`src/rtl/m_sync_pkg.sv`:
```
// Shared definitions for the synchronizer / glitch-filter blocks: filter state
// encoding, glitch counter width and synchronizer depth limits.
package m_sync_pkg;

  typedef enum logic {
    ST_STABLE  = 1'b0,
    ST_PENDING = 1'b1
  } filt_state_t;

  localparam int unsigned GLITCH_CNT_W    = 8;
  localparam int unsigned SYNC_STAGES_MIN = 2;
  localparam int unsigned SYNC_STAGES_MAX = 4;

  function automatic logic [GLITCH_CNT_W-1:0] sat_inc(input logic [GLITCH_CNT_W-1:0] v);
    return (v == '1) ? v : v + GLITCH_CNT_W'(1);
  endfunction

endpackage

```
`src/rtl/m_ffsync_arst.sv`:
```
// Standard first-stage synchronizer cell: single flop with async active-low reset.
module m_ffsync_arst (
  input  logic CK,
  input  logic RN,
  input  logic D,
  output logic Q
);

  always_ff @(posedge CK or negedge RN) begin
    if (!RN) Q <= 1'b0;
    else     Q <= D;
  end

endmodule

```
`src/rtl/m_sync_chain.sv`:
```
// N-stage synchronizer: sync-FF cell for stage 1, plain async-reset flops after.
// Only the final stage output is exposed.
module m_sync_chain
  import m_sync_pkg::*;
#(
  parameter int unsigned SYNC_STAGES = 2
) (
  input  logic CK,
  input  logic RN,
  input  logic D,
  output logic s
);

  logic                   s1;
  logic [SYNC_STAGES-2:0] tail;

  if (SYNC_STAGES < SYNC_STAGES_MIN || SYNC_STAGES > SYNC_STAGES_MAX) begin : g_bad_stages
    $error("m_sync_chain: SYNC_STAGES out of range");
  end

  m_ffsync_arst u_stage1 (
    .CK (CK),
    .RN (RN),
    .D  (D),
    .Q  (s1)
  );

  always_ff @(posedge CK or negedge RN) begin
    if (!RN) begin
      tail <= '0;
    end else begin
      tail[0] <= s1;
      for (int unsigned i = 1; i < SYNC_STAGES - 1; i++) tail[i] <= tail[i-1];
    end
  end

  assign s = tail[SYNC_STAGES-2];

endmodule

```
`src/rtl/m_sync_filt_edge.sv`:
```
// Synchronizer + consecutive-sample glitch filter with registered level and edge pulses.
// Optional saturating glitch counter enabled by `define M_SYNC_FILT_GLITCH_CNT_EN.
module m_sync_filt_edge
  import m_sync_pkg::*;
#(
  parameter  int unsigned SYNC_STAGES = 2,
  parameter  int unsigned FILT_CYCLES = 4,
  localparam int unsigned CNT_W       = $clog2(FILT_CYCLES + 1)
) (
  input  logic CK,
  input  logic RN,
  input  logic D,
  input  logic EN,
  output logic Q,
  output logic RISE,
  output logic FALL
`ifdef M_SYNC_FILT_GLITCH_CNT_EN
  ,
  output logic [GLITCH_CNT_W-1:0] GLITCH_CNT
`endif
);

  localparam logic [CNT_W-1:0] CNT_ONE  = CNT_W'(1);
  localparam logic [CNT_W-1:0] CNT_LAST = CNT_W'(FILT_CYCLES - 1);

  if (FILT_CYCLES < 1 || FILT_CYCLES > 255) begin : g_bad_filt
    $error("m_sync_filt_edge: FILT_CYCLES out of range");
  end

  logic             s;
  logic [CNT_W-1:0] cnt, cnt_nxt;
  logic             q_nxt;
  filt_state_t      state;

  m_sync_chain #(.SYNC_STAGES(SYNC_STAGES)) u_chain (
    .CK (CK),
    .RN (RN),
    .D  (D),
    .s  (s)
  );

  // State is implied by the counter: any nonzero count means a qualification is in flight.
  always_comb begin
    state   = (cnt == '0) ? ST_STABLE : ST_PENDING;
    q_nxt   = Q;
    cnt_nxt = '0;
    if (EN) begin
      case (state)
        ST_STABLE: begin
          if (s != Q) begin
            if (FILT_CYCLES == 1) q_nxt   = s;
            else                  cnt_nxt = CNT_ONE;
          end
        end
        ST_PENDING: begin
          if (s != Q) begin
            if (cnt == CNT_LAST) q_nxt   = s;
            else                 cnt_nxt = cnt + CNT_ONE;
          end
        end
      endcase
    end
  end

  always_ff @(posedge CK or negedge RN) begin
    if (!RN) begin
      Q    <= 1'b0;
      cnt  <= '0;
      RISE <= 1'b0;
      FALL <= 1'b0;
    end else begin
      Q    <= q_nxt;
      cnt  <= cnt_nxt;
      RISE <= q_nxt & ~Q;
      FALL <= ~q_nxt & Q;
    end
  end

`ifdef M_SYNC_FILT_GLITCH_CNT_EN
  logic glitch_abort;

  assign glitch_abort = EN && (state == ST_PENDING) && (s == Q);

  always_ff @(posedge CK or negedge RN) begin
    if (!RN)               GLITCH_CNT <= '0;
    else if (glitch_abort) GLITCH_CNT <= sat_inc(GLITCH_CNT);
  end
`endif

endmodule

```
`config.mk`:
```
export PLATFORM = sky130hd
export DESIGN_NAME = m_sync_filt_edge
export DESIGN_NICKNAME = d
export VERILOG_FILES = /design/src/rtl/m_sync_pkg.sv /design/src/rtl/m_ffsync_arst.sv /design/src/rtl/m_sync_chain.sv /design/src/rtl/m_sync_filt_edge.sv
export SDC_FILE = /design/constraint.sdc
export NUM_CORES = 1
export LEC_CHECK = 0
export ABC_AREA = 1
export ABC_CLOCK_PERIOD_IN_PS = 1960
export BUFFER_PORTS_ARGS = -buffer_cell sky130_fd_sc_hd__buf_4
export CAP_MARGIN = 20
export CORE_AREA = 5 5 42 44
export CTS_CLUSTER_SIZE = 14
export DETAILED_ROUTE_END_ITERATION = 8
export DIE_AREA = 0 0 47 49
export PLACE_DENSITY_LB_ADDON = 0.1
export REMOVE_ABC_BUFFERS = 1
export SLEW_MARGIN = 5
export SYNTH_ARGS = -nofsm -noshare
export SYNTH_HDL_FRONTEND = slang
export SYNTH_SLANG_ARGS = --single-unit
```
`constraint.sdc`:
```
create_clock -name CK -period 1.96 [get_ports CK]
set_clock_uncertainty 0.1 [all_clocks]
set_input_delay 0.196 -clock CK [delete_from_list [all_inputs] [get_ports CK]]
set_output_delay 0.196 -clock CK [all_outputs]
set_load 0.05 [all_outputs]
```
## After elaboration in Yosys (flattened, before gate mapping)

Cells that the tools add are included.

| word-level totals | value |
|---|---|
| bits of input ports | 4 |
| flip-flop bits (word level) | 8 |
| output and inout bits | 3 |

| operators by class | value |
|---|---|
| bitwise logic cells | 4 |
| add/sub/neg operators | 1 |
| equality and inequality tests | 2 |
| reductions and logical operators | 1 |
| muxes and demuxes | 10 |

Operators by type and width:

| operator | count |
|---|---|
| 3-bit 2-to-1 mux | 3 |
| 1-bit 2-to-1 mux | 6 |
| 3-bit one-hot mux with 2 select lines | 1 |
| 3-bit by 1-bit adder with 3-bit output, second input constant | 1 |
| 3-bit by 2-bit == test with 1-bit output, second input constant | 1 |
| 3-bit zero test | 1 |
| 1-bit AND | 2 |
| 1-bit NOT | 2 |
| 1-bit inequality test | 1 |

## Depth between registers and ports, before layout

Gate-level depths: netlist of the first run.

| logic depth | value |
|---|---|
| depth in word-level cells | 7 |
| gate-level depth with buffers | 7 |
| mapped depth without buffers | 7 |

## Cells and area by module

From an unflattened synthesis of the first run, not the netlist that was laid out.

| unflattened totals | value |
|---|---|
| cell total of the unflattened synthesis | 42 |
| area, all modules | 357.8 sq um |

By module, submodules not included:

| module | sequential area each (sq um) | area an instance (sq um) | cells an instance | instances |
|---|---|---|---|---|
| m_sync_filt_edge | 150.1 | 307.8 | 40 | 1 |
| m_ffsync_arst | 25.0 | 25.0 | 1 | 1 |
| m_sync_chain | 25.0 | 25.0 | 1 | 1 |

## Least setup slack after synthesis of the first run

Ideal clock, no wire load.

| timing path | value |
|---|---|
| path kind | register -> register |
| from | register Q |
| to | register cnt[1] |
| data arrival time | 0.937 ns |
| data required time | 1.745 ns |
| stages on the path, launching flop included | 6 |
| path slack | 0.808 ns |
| setup time | 0.115 ns |
| cells stage by stage | dfrtp_1 > nand2_1 > nand2_1 > nor2_2 > inv_1 > nor2_1 |

| on the way | value |
|---|---|
| word-level cells in the longest chain between the ends | 4 |

RTL lines:

| item | RTL line | source |
|---|---|---|
| start, declared | m_sync_filt_edge.sv:14 | `output logic Q,` |
| start signal, assigned | m_sync_filt_edge.sv:72 | `Q <= q_nxt;` |
| 1-bit inequality test | m_sync_filt_edge.sv:56 | `if (s != Q) begin` |
| 3-bit 2-to-1 mux | m_sync_filt_edge.sv:56 |  |
| 3-bit one-hot mux with 2 select lines | m_sync_filt_edge.sv:48 | `case (state)` |
| 3-bit 2-to-1 mux | m_sync_filt_edge.sv:47 | `if (EN) begin` |
| named net cnt_nxt[1] | m_sync_filt_edge.sv:31 | `logic [CNT_W-1:0] cnt, cnt_nxt;` |
| end signal, assigned | m_sync_filt_edge.sv:73 | `cnt <= cnt_nxt;` |
| end, declared | m_sync_filt_edge.sv:31 |  |

The timed path passes the listed nets, and every way through them passes these cells.

## Worst setup path in the final report of the first run

| timing path | value |
|---|---|
| from | register cnt[0] |
| to | register Q |

| on the way | value |
|---|---|
| word-level cells in the longest chain between the ends | 5 |

RTL lines:

| item | RTL line | source |
|---|---|---|
| 3-bit by 2-bit == test with 1-bit output | m_sync_filt_edge.sv:57 | `if (cnt == CNT_LAST) q_nxt = s;` |
| 1-bit 2-to-1 mux | m_sync_filt_edge.sv:57 |  |
| 1-bit 2-to-1 mux | m_sync_filt_edge.sv:56 |  |
| 1-bit 2-to-1 mux (*) | m_sync_filt_edge.sv:48 |  |
| 1-bit 2-to-1 mux (*) | m_sync_filt_edge.sv:47 |  |
| named net q_nxt | m_sync_filt_edge.sv:32 | `logic q_nxt;` |

The timed path passes the listed nets; every way through them passes the cells marked *.

==> results.cfg, run 1 <==
[timing]
final.period_utilization = 0.612
setup_violations = 0
rsz0062_at_grt = no
holdWs_ps = 198
fin_setup_tns_ps = 0
drv_slew = 0
worstMarginPinSlew_ps = 152
fmax_mhz = 834
finalHoldViolCount = 0
finalCriticalPeriod_ps = 1200
slew_headroom = 0.898

[place]
place.gp.congestion = 0.676
io_buffers = 6
dp_hpwl_um = 556

[clocking]
clock-sinks = 8
cts_resized = 0
cts_buffers = 3
cts_root_buf = clkbuf_4
clk_pin_slew_worst_paths_ps = 50
clk_latency_ps = 250
htreeDepth = 1
cts.path.max_buffers = 2
cts_tree = done

[yosys]
yosys.area.top_type = dfrtp_1
ys_seq_elements = 8
seq_area_frac_synth = 0.559
syn_area_per_cell_um2 = 8.52
yosysWarningCount = 0
synthFlopType = dfrtp_1
netlist_area_um2 = 358
syn_inst = 42
synth-async-reset-ratio = 1.00
synthTopCellsByCount = inv_1 (11), nand2_1 (11), dfrtp_1 (8)
synth.distinct_cells = 8
synth_edf_count = 0
synthDominantCellAreaShare = 0.559
synth.area.top_cells = dfrtp_1 (56%), inv_1 (12%), nand2_1 (12%)

[detailed_routing]
drt_iter0_drc = 1
ant_nets = 0
vias_per_cell = 4.04
wl_per_cell_um = 9.77
wl_um = 674
drcViolationCount = 0
drt_pre_antenna_iters = 2
num_vias = 279

[global_routing]
grt_pass1_wl_mm = 1.25
antenna_found_initial = 0
grt.total_usage = 0.0780
use_met2 = 0.109
overflow = 0
busiest_layer = met2
grt_pass1_vias = 293
grt_start_max_net_pins = 9
use_met1 = 0.0989
grt_util_met3 = 0.0332

[power]
pwr-share-comb = 0.078
p_leak_nw = 0.263
p_sw_w = 0.0000688
ir_worst_vdd_mv = 0.251
p_int_w = 0.000250
power_density_nw_per_um2 = 686
p_seq_frac = 0.538
clockPowerShare = 0.383
p_sw_frac = 0.216

[outcome]
status = finished, final reports clean

[finish]
n_antenna_cell = 0
final_layout_size_suffix_gt1_frac = 0.226
nets = 61
area_growth_pct = 30.1

[worst_setup_path]
startpoint = cnt[0]
cp.required_ps = 2010
r2r-start = cnt[0]
worstPathMaxFanout = 3
cp-end-kind = register
rr_worst_depth = 6
startpoint_type = register
endpoint = Q
arrival_ps = 1240
rr_endpoint = Q
reg2reg_slack_ps = 760
critical_path_class = register to register

[die]
start_util = 0.255
rows = 14
die_h_um = 49
coreArea_um2 = 1400
num_io_pins = 7
dieArea_um2 = 2300
fp.dieW_um = 47

[hold_path]
min_path_type = input port to async pin

[flow_run]
cap_violations = 0
layout make-up:
type / count / area, um2
Tap cell: 16 / 20.0
Fill cell: 165 / 936
Sequential cell: 8 / 200
Inverter: 11 / 41.3
Multi-Input combinational cell: 23 / 116
Clock buffer: 3 / 22.5
Timing Repair Buffer: 8 / 65.1
kinds of logic after synthesis:
family | synth area share
buf+inv | 0.115
fa+ha+maj | 0.0699
flops | 0.559
simple gates | 0.255
per-layer routing:
metal,up-vias,routed length (um),part of all wire
li1,142,-,-
met1,132,291,0.43
met2,5,341,0.51
met3,0,41,0.061
met4,0,0,0
met5,-,0,0
registers in the layout, summed over array words and instances, names as in the netlist:
register and flops:
FALL 1, Q 1, cnt 3, u_chain.s 1, RISE 1, u_chain.u_stage1.Q 1
cells in the final DEF, fill, tap and decap left out:
master,instances
clkbuf_4,3
ha_1,2
nand2_1,11
nand4_1,1
inv_1,11
nand3_1,2
nor2_1,4
buf_4,6
nor2_2,3
dfrtp_1,8
dlygate4sd3_1,2
critical path, stage by stage (launching register included):
cell     delay, ps
dfrtp_1        350
inv_1           60
ha_1           210
nor2_2         150
nand3_1        120
nand2_1         80
inv_1           40
power groups by stage:
stage | clock network, W | logic [W] | registers (W)
6_report | 0.000122 | 0.0000250 | 0.000172
5_1_grt | 0.000136 | 0.0000298 | 0.000172
4_1_cts | 0.000132 | 0.0000255 | 0.000172
3_5_place_dp | 0 | 0.0000224 | 0.000175
3_3_place_gp | 0 | 0.0000215 | 0.000174
2_1_floorplan | 0 | 0.0000104 | 0.000175
how the worst min path moves through the flow:
| stage | endpoint | start | slack (ps) | depth (start not counted) |
|---|---|---|---|---|
| after floorplan | FALL | RN | -200 | 0 |
| after global placement | u_chain.u_stage1.Q | RN | -80 | 1 |
| after detailed placement | u_chain.u_stage1.Q | RN | -80 | 1 |
| after CTS | u_chain.u_stage1.Q | RN | 190 | 2 |
| after global routing | u_chain.s | RN | 220 | 2 |
| final | FALL | RN | 200 | 2 |
what timing repair did:
item	4_1_cts	5_1_grt
setup buffers	0	0
hold endpoints to repair	9	0
hold buffers	2	0
through the flow:
stage | cell area (um2) | util | total power (W) | setup WS [ps] | instances
final | 465 | 0.332 | 0.000319 | 761 | 69
after global routing | 465 | 0.332 | 0.000338 | 641 | 69
after CTS | 465 | 0.332 | 0.000330 | 747 | 69
after detailed placement | 423 | 0.302 | 0.000197 | 754 | 64
after global placement | 423 | 0.302 | 0.000196 | 797 | 64
after floorplan | 358 | - | 0.000185 | 808 | 42
Note: power is estimated with default switching activity, not from simulation.
==> run 2, diff against run 1 <==
--- a/config.mk
+++ b/config.mk
@@ -6,7 +6,7 @@
 export NUM_CORES = 1
 export LEC_CHECK = 0
 export ABC_AREA = 1
-export ABC_CLOCK_PERIOD_IN_PS = 1960
+export ABC_CLOCK_PERIOD_IN_PS = 1150
 export BUFFER_PORTS_ARGS = -buffer_cell sky130_fd_sc_hd__buf_4
 export CAP_MARGIN = 20
 export CORE_AREA = 5 5 42 44
==> constraint.sdc (replaced) <==
create_clock -name CK -period 1.15 [get_ports CK]
set_clock_uncertainty 0.1 [all_clocks]
set_input_delay 0.115 -clock CK [delete_from_list [all_inputs] [get_ports CK]]
set_output_delay 0.115 -clock CK [all_outputs]
set_load 0.05 [all_outputs]
==> run 2 against run 1 <==
- total power rose by 73%
- utilization rose by 2.1 points
- via count decreased by 4.3%
- global-route usage down 1.4 points
- first-iteration DRC count increased by 100%
- sequential share of layout area is 2.6 points lower
- final area is 6.5% higher
==> results.cfg, run 2 (same netlist as run 1, synthesis figures left out) <==
[timing]
slew_headroom = 0.900
fin_setup_tns_ps = 0
fmax_mhz = 903
finalHoldViolCount = 0
worstMarginPinSlew_ps = 150
final.period_utilization = 0.963
finalCriticalPeriod_ps = 1110
drv_slew = 0
rsz0062_at_grt = yes
setup_violations = 0

[finish]
area_growth_pct = 38.5
instances_no_fill = 69
nets = 61
multi_input_area_um2 = 146
register_area_um2 = 200
fillCellCount = 151
mostFrequentLayoutCell = nand2_1
largest_register_ffs = 3
top_register = cnt
final_layout_size_suffix_gt1_frac = 0.340
n_antenna_cell = 0
final_cell_mix = nand2_1 (11), dfrtp_1 (8), inv_1 (8), buf_4 (6), nor2_1 (4)

[die]
die_h_um = 49
coreArea_um2 = 1400
fp.dieW_um = 47
start_util = 0.255
dieArea_um2 = 2300
num_io_pins = 7
rows = 14

[clocking]
postCtsSetupRepairBufs = 0
cts.path.max_buffers = 2
cts_root_buf = clkbuf_4
clk_pin_slew_worst_paths_ps = 50
clk_latency_ps = 250
clock-sinks = 8
htreeDepth = 1
cts_tree = done
cts_buffers = 3

[flow_run]
cap_violations = 0

[worst_setup_path]
worstPathMaxFanout = 3
arrival_ps = 1150
rr_worst_depth = 7
rr_endpoint = Q
reg2reg_slack_ps = 40
critical_path_class = register to register
startpoint_type = register
cp.required_ps = 1190
cp-end-kind = register
r2r-start = cnt[0]

[global_routing]
grt_start_max_net_pins = 9
overflow = 0
antenna_found_initial = 0
grt_pass1_wl_um = 986
grt_pass1_vias = 243
grt.total_usage = 0.0639

[detailed_routing]
wl_um = 641
drt_pre_antenna_iters = 2
vias_per_cell = 3.87
wl_per_cell_um = 9.29
drcViolationCount = 0
num_vias = 267
ant_nets = 0
drt_iter0_drc = 2

[place]
dp_hpwl_um = 465
place.gp.congestion = 0.645
placed_cells = 64
io_buffers = 6

[outcome]
status = finished, final reports clean

[hold_path]
min_path_type = input port to async pin

[power]
p_leak_nw = 0.262
ir_worst_vdd_mv = 0.505
power_density_nw_per_um2 = 1120
-- run 2: cell count changes in the layout (fill, tap and decap cells not counted), moves of 2 or more --
cell	previous run	this run
nor2_2	3	1
inv_1	11	8
ha_1	2	0
inv_2	0	3
nor2_4	0	2
-- run 2: metrics by stage --
step | cell area (um2) | util | setup slack [ps] | hold slack (ps) | power [W]
after floorplan | 358 | - | -2.31 | -281 | 0.000316
after global placement | 423 | 0.302 | -16.9 | -162 | 0.000334
after detailed placement | 423 | 0.302 | -31.4 | -159 | 0.000335
after CTS | 468 | 0.334 | 13.5 | 103 | 0.000564
after global routing | 495 | 0.354 | -48.6 | 105 | 0.000592
final | 495 | 0.354 | 42.6 | 107 | 0.000553
-- run 2: worst max path at each step --
| stage | from | to | slack [ps] |
|---|---|---|---|
| final | cnt[0] | Q | 40 |
| after global routing | cnt[0] | Q | -50 |
| after CTS | cnt[0] | Q | 10 |
| after detailed placement | cnt[0] | Q | -30 |
| after global placement | cnt[0] | Q | -20 |
| after floorplan | Q | cnt[1] | -2 |
-- run 2: final cells by class --
type                    count  area share
multi-input cells          23       0.295
inverters                  11      0.0833
well taps                  16      0.0404
repair buffers              8       0.131
clock buffers               3      0.0455
flip-flops and latches      8       0.404
-- run 2: critical path: stages (launching register included) --
cell and delay (ps):
dfrtp_1 390, ha_2 200, inv_2 70, nor2_4 40, nand2_1 60, nand2_1 40
nand2_1 60, inv_1 40
-- run 2: what timing repair did --
action                                 in CTS  in global routing
resized for setup                           1                  8
endpoints found under the hold margin       9                  0
hold buffers                                2                  0
gates cloned                                0                  0
pin swaps                                   2                  3
setup endpoints to repair                   1                  2
-- run 2: report_power, final --
part | switching [W] | internal [W] | total [W]
logic | 0.0000261 | 0.0000230 | 0.0000490
registers | 0.00000457 | 0.000288 | 0.000293
clock network | 0.0000923 | 0.000119 | 0.000212
total | 0.000123 | 0.000430 | 0.000553
-- run 2: layer usage --
metal / GRT usage / part of all wire / vias up
met5: 0 / 0 / -
met4: 0.0553 / 0 / 0
met3: 0.0332 / 0.067 / 0
met2: 0.0701 / 0.48 / 5
met1: 0.0856 / 0.45 / 116
li1: - / - / 146
==> run 3, diff against run 2 <==
--- a/config.mk
+++ b/config.mk
@@ -5,7 +5,6 @@
 export SDC_FILE = /design/constraint.sdc
 export NUM_CORES = 1
 export LEC_CHECK = 0
-export ABC_AREA = 1
 export ABC_CLOCK_PERIOD_IN_PS = 1150
 export BUFFER_PORTS_ARGS = -buffer_cell sky130_fd_sc_hd__buf_4
 export CAP_MARGIN = 20
@@ -15,6 +14,7 @@
 export DIE_AREA = 0 0 47 49
 export PLACE_DENSITY_LB_ADDON = 0.1
 export REMOVE_ABC_BUFFERS = 1
+export SETUP_SLACK_MARGIN = 0.4
 export SLEW_MARGIN = 5
 export SYNTH_ARGS = -nofsm -noshare
 export SYNTH_HDL_FRONTEND = slang
==> run 3 against run 2 <==
- the flow now finishes with violations (setup timing)
- clock power is 4% lower
- worst hold slack worse by 42 ps
- final cell count decreased by 19%
- critical path depth shrank 3
- non-clock buffer count up 3
- sequential cell count did not move
- total power shrank 3.0%
- global-route usage rose by 0.15 points
- register-to-register slack got worse by 190 ps
- largest cell class unchanged
- critical endpoint unchanged
- die area unchanged
==> results.cfg, run 3 <==
[outcome]
status = finished with violations
violations = setup timing

[detailed_routing]
ant_nets = 0
vias_per_cell = 4.09
drt_pre_antenna_iters = 2
drcViolationCount = 0
wl_per_cell_um = 10.4
drt_iter0_drc = 1
wl_um = 582
num_vias = 229

[worst_setup_path]
cp.required_ps = 1180
critical_path_class = register to register
cp-end-kind = register
startpoint_type = register
worstPathMaxFanout = 3
cp_num_cells = 4
slowest_stage = dfrtp_1
crit_chain = ha_2, nor2b_4, nand3_2, mux2_4
path_buf_inv = 0
slowest_delay_ps = 370
arrival_ps = 1330
rr_worst_depth = 4
worst_path_dominant_cell_family = flip-flops

[yosys]
syn_area_per_cell_um2 = 12.9
ys_seq_elements = 8
netlist_area_um2 = 335
yosys.area.top_type = dfrtp_1
synthDominantCellAreaShare = 0.597
yosysWarningCount = 0
synth.area.top_cells = dfrtp_1 (60%), ha_1 (7.5%), nor3b_1 (6.7%)
seq_area_frac_synth = 0.597
synthTopCellsByCount = dfrtp_1 (8), inv_1 (3), nor3b_1 (3)
yosysMostFrequentCell = dfrtp_1
syn_inst = 26
synth-async-reset-ratio = 1.00
synthFlopType = dfrtp_1
synth_edf_count = 0
synth.distinct_cells = 13

[clocking]
clock-sinks = 8
cts_tree = done
htreeDepth = 1
cts_buffers = 3
cts_root_buf = clkbuf_4
clk_latency_ps = 240
clk_pin_slew_worst_paths_ps = 50
cts.path.max_buffers = 2

[timing]
fmax_mhz = 770
slew_headroom = 0.859
drv_slew = 0
setup_slack_ps = -149
worstMarginPinSlew_ps = 211
rsz0062_at_grt = yes
setup_violations = 4
finalHoldViolCount = 0
finalCriticalPeriod_ps = 1300
final.period_utilization = 1.13
holdWs_ps = 65.5

[die]
start_util = 0.239
fp.dieW_um = 47
die_h_um = 49
num_io_pins = 7
coreArea_um2 = 1400
rows = 14
dieArea_um2 = 2300

[place]
place.gp.congestion = 0.648
dp_hpwl_um = 441
io_buffers = 6

[hold_path]
whs_path_depth = 2
min_path_type = input port to register

[global_routing]
overflow = 0
antenna_found_initial = 0
grt.total_usage = 0.0654
grt_pass1_vias = 264
grt_start_max_net_pins = 9
grt_pass1_wl_mm = 1.08

[finish]
area_growth_pct = 50.0
nets = 48
largest_register_ffs = 3
final_cell_mix = dfrtp_1 (8), buf_4 (5), buf_6 (4), nor3b_2 (3), clkbuf_4 (3)
final_layout_size_suffix_gt1_frac = 0.525
mostFrequentLayoutCell = dfrtp_1
fillCellCount = 143
top_register = cnt
n_antenna_cell = 0

[power]
ir_worst_vdd_mv = 0.489
power_density_nw_per_um2 = 1070
p_leak_nw = 0.241
p_total_w = 0.000537

[flow_run]
cap_violations = 0
==> run 3: logic make-up (layout without fill, tap and decap cells) <==
| group | after synthesis | in the layout | synth area share |
|---|---|---|---|
| and+or+nand+nor | 9 | 9 | 0.190 |
| DFF | 8 | 8 | 0.597 |
| buffers and inverters | 3 | 17 | 0.0336 |
| adders and majority gates | 2 | 2 | 0.0746 |
| AOI/OAI and AO/OA | 2 | 2 | 0.0336 |
| xor gates and xnor gates | 1 | 1 | 0.0261 |
| muxes | 1 | 1 | 0.0448 |
==> run 3: cell type report <==
cell class | count | area, um2 | share of cell area
flip-flops and latches | 8 | 200 | 0.398
multi-input cells | 15 | 144 | 0.286
repair buffers | 11 | 105 | 0.209
clock buffers | 3 | 22.5 | 0.0448
well taps | 16 | 20.0 | 0.0398
inverters | 3 | 11.3 | 0.0224
==> run 3: worst paths after layout <==
check                              startpoint                  to  slack (ps)
min in group asynchronous                  RN                FALL         110
max in group asynchronous                  RN  u_chain.u_stage1.Q         710
hold reg to reg            u_chain.u_stage1.Q           u_chain.s         250
setup reg to reg                       cnt[0]                   Q        -150
hold / removal                              D  u_chain.u_stage1.Q          70
setup / recovery                       cnt[0]                   Q        -150
==> run 3: power by group <==
part           switching (W)  total [W]  internal [W]
Sequential        0.00000557   0.000294      0.000288
Clock              0.0000855   0.000204      0.000119
Combinational      0.0000180  0.0000389     0.0000209
Total               0.000109   0.000537      0.000428
==> run 3: per-layer routing <==
layer / part of all wire / vias up / wire [um] / track usage
li1: - / 116 / - / -
met1: 0.47 / 109 / 275 / 0.0814
met2: 0.49 / 4 / 283 / 0.0928
met3: 0.040 / 0 / 23 / 0.0221
met4: 0 / 0 / 0 / 0.0415
met5: 0 / - / 0 / 0
==> run 3: repair_timing <==
item	in CTS	in global routing
endpoints found under the hold margin	9	0
pin swaps	6	1
hold buffers	2	0
endpoints found under the setup margin	9	10
buffers inserted	1	0
resized for setup	10	1
==> run 3: through the flow <==
stage                     std cells  TNS [ps]   util  setup slack [ps]  cell area [um2]
after floorplan                  26      -350      -              -167              335
after global placement           50      -421  0.296              -171              415
after detailed placement         50      -531  0.296              -191              415
after CTS                        56      -460  0.357              -155              500
after global routing             56      -790  0.359              -197              503
final                            56      -446  0.359              -149              503
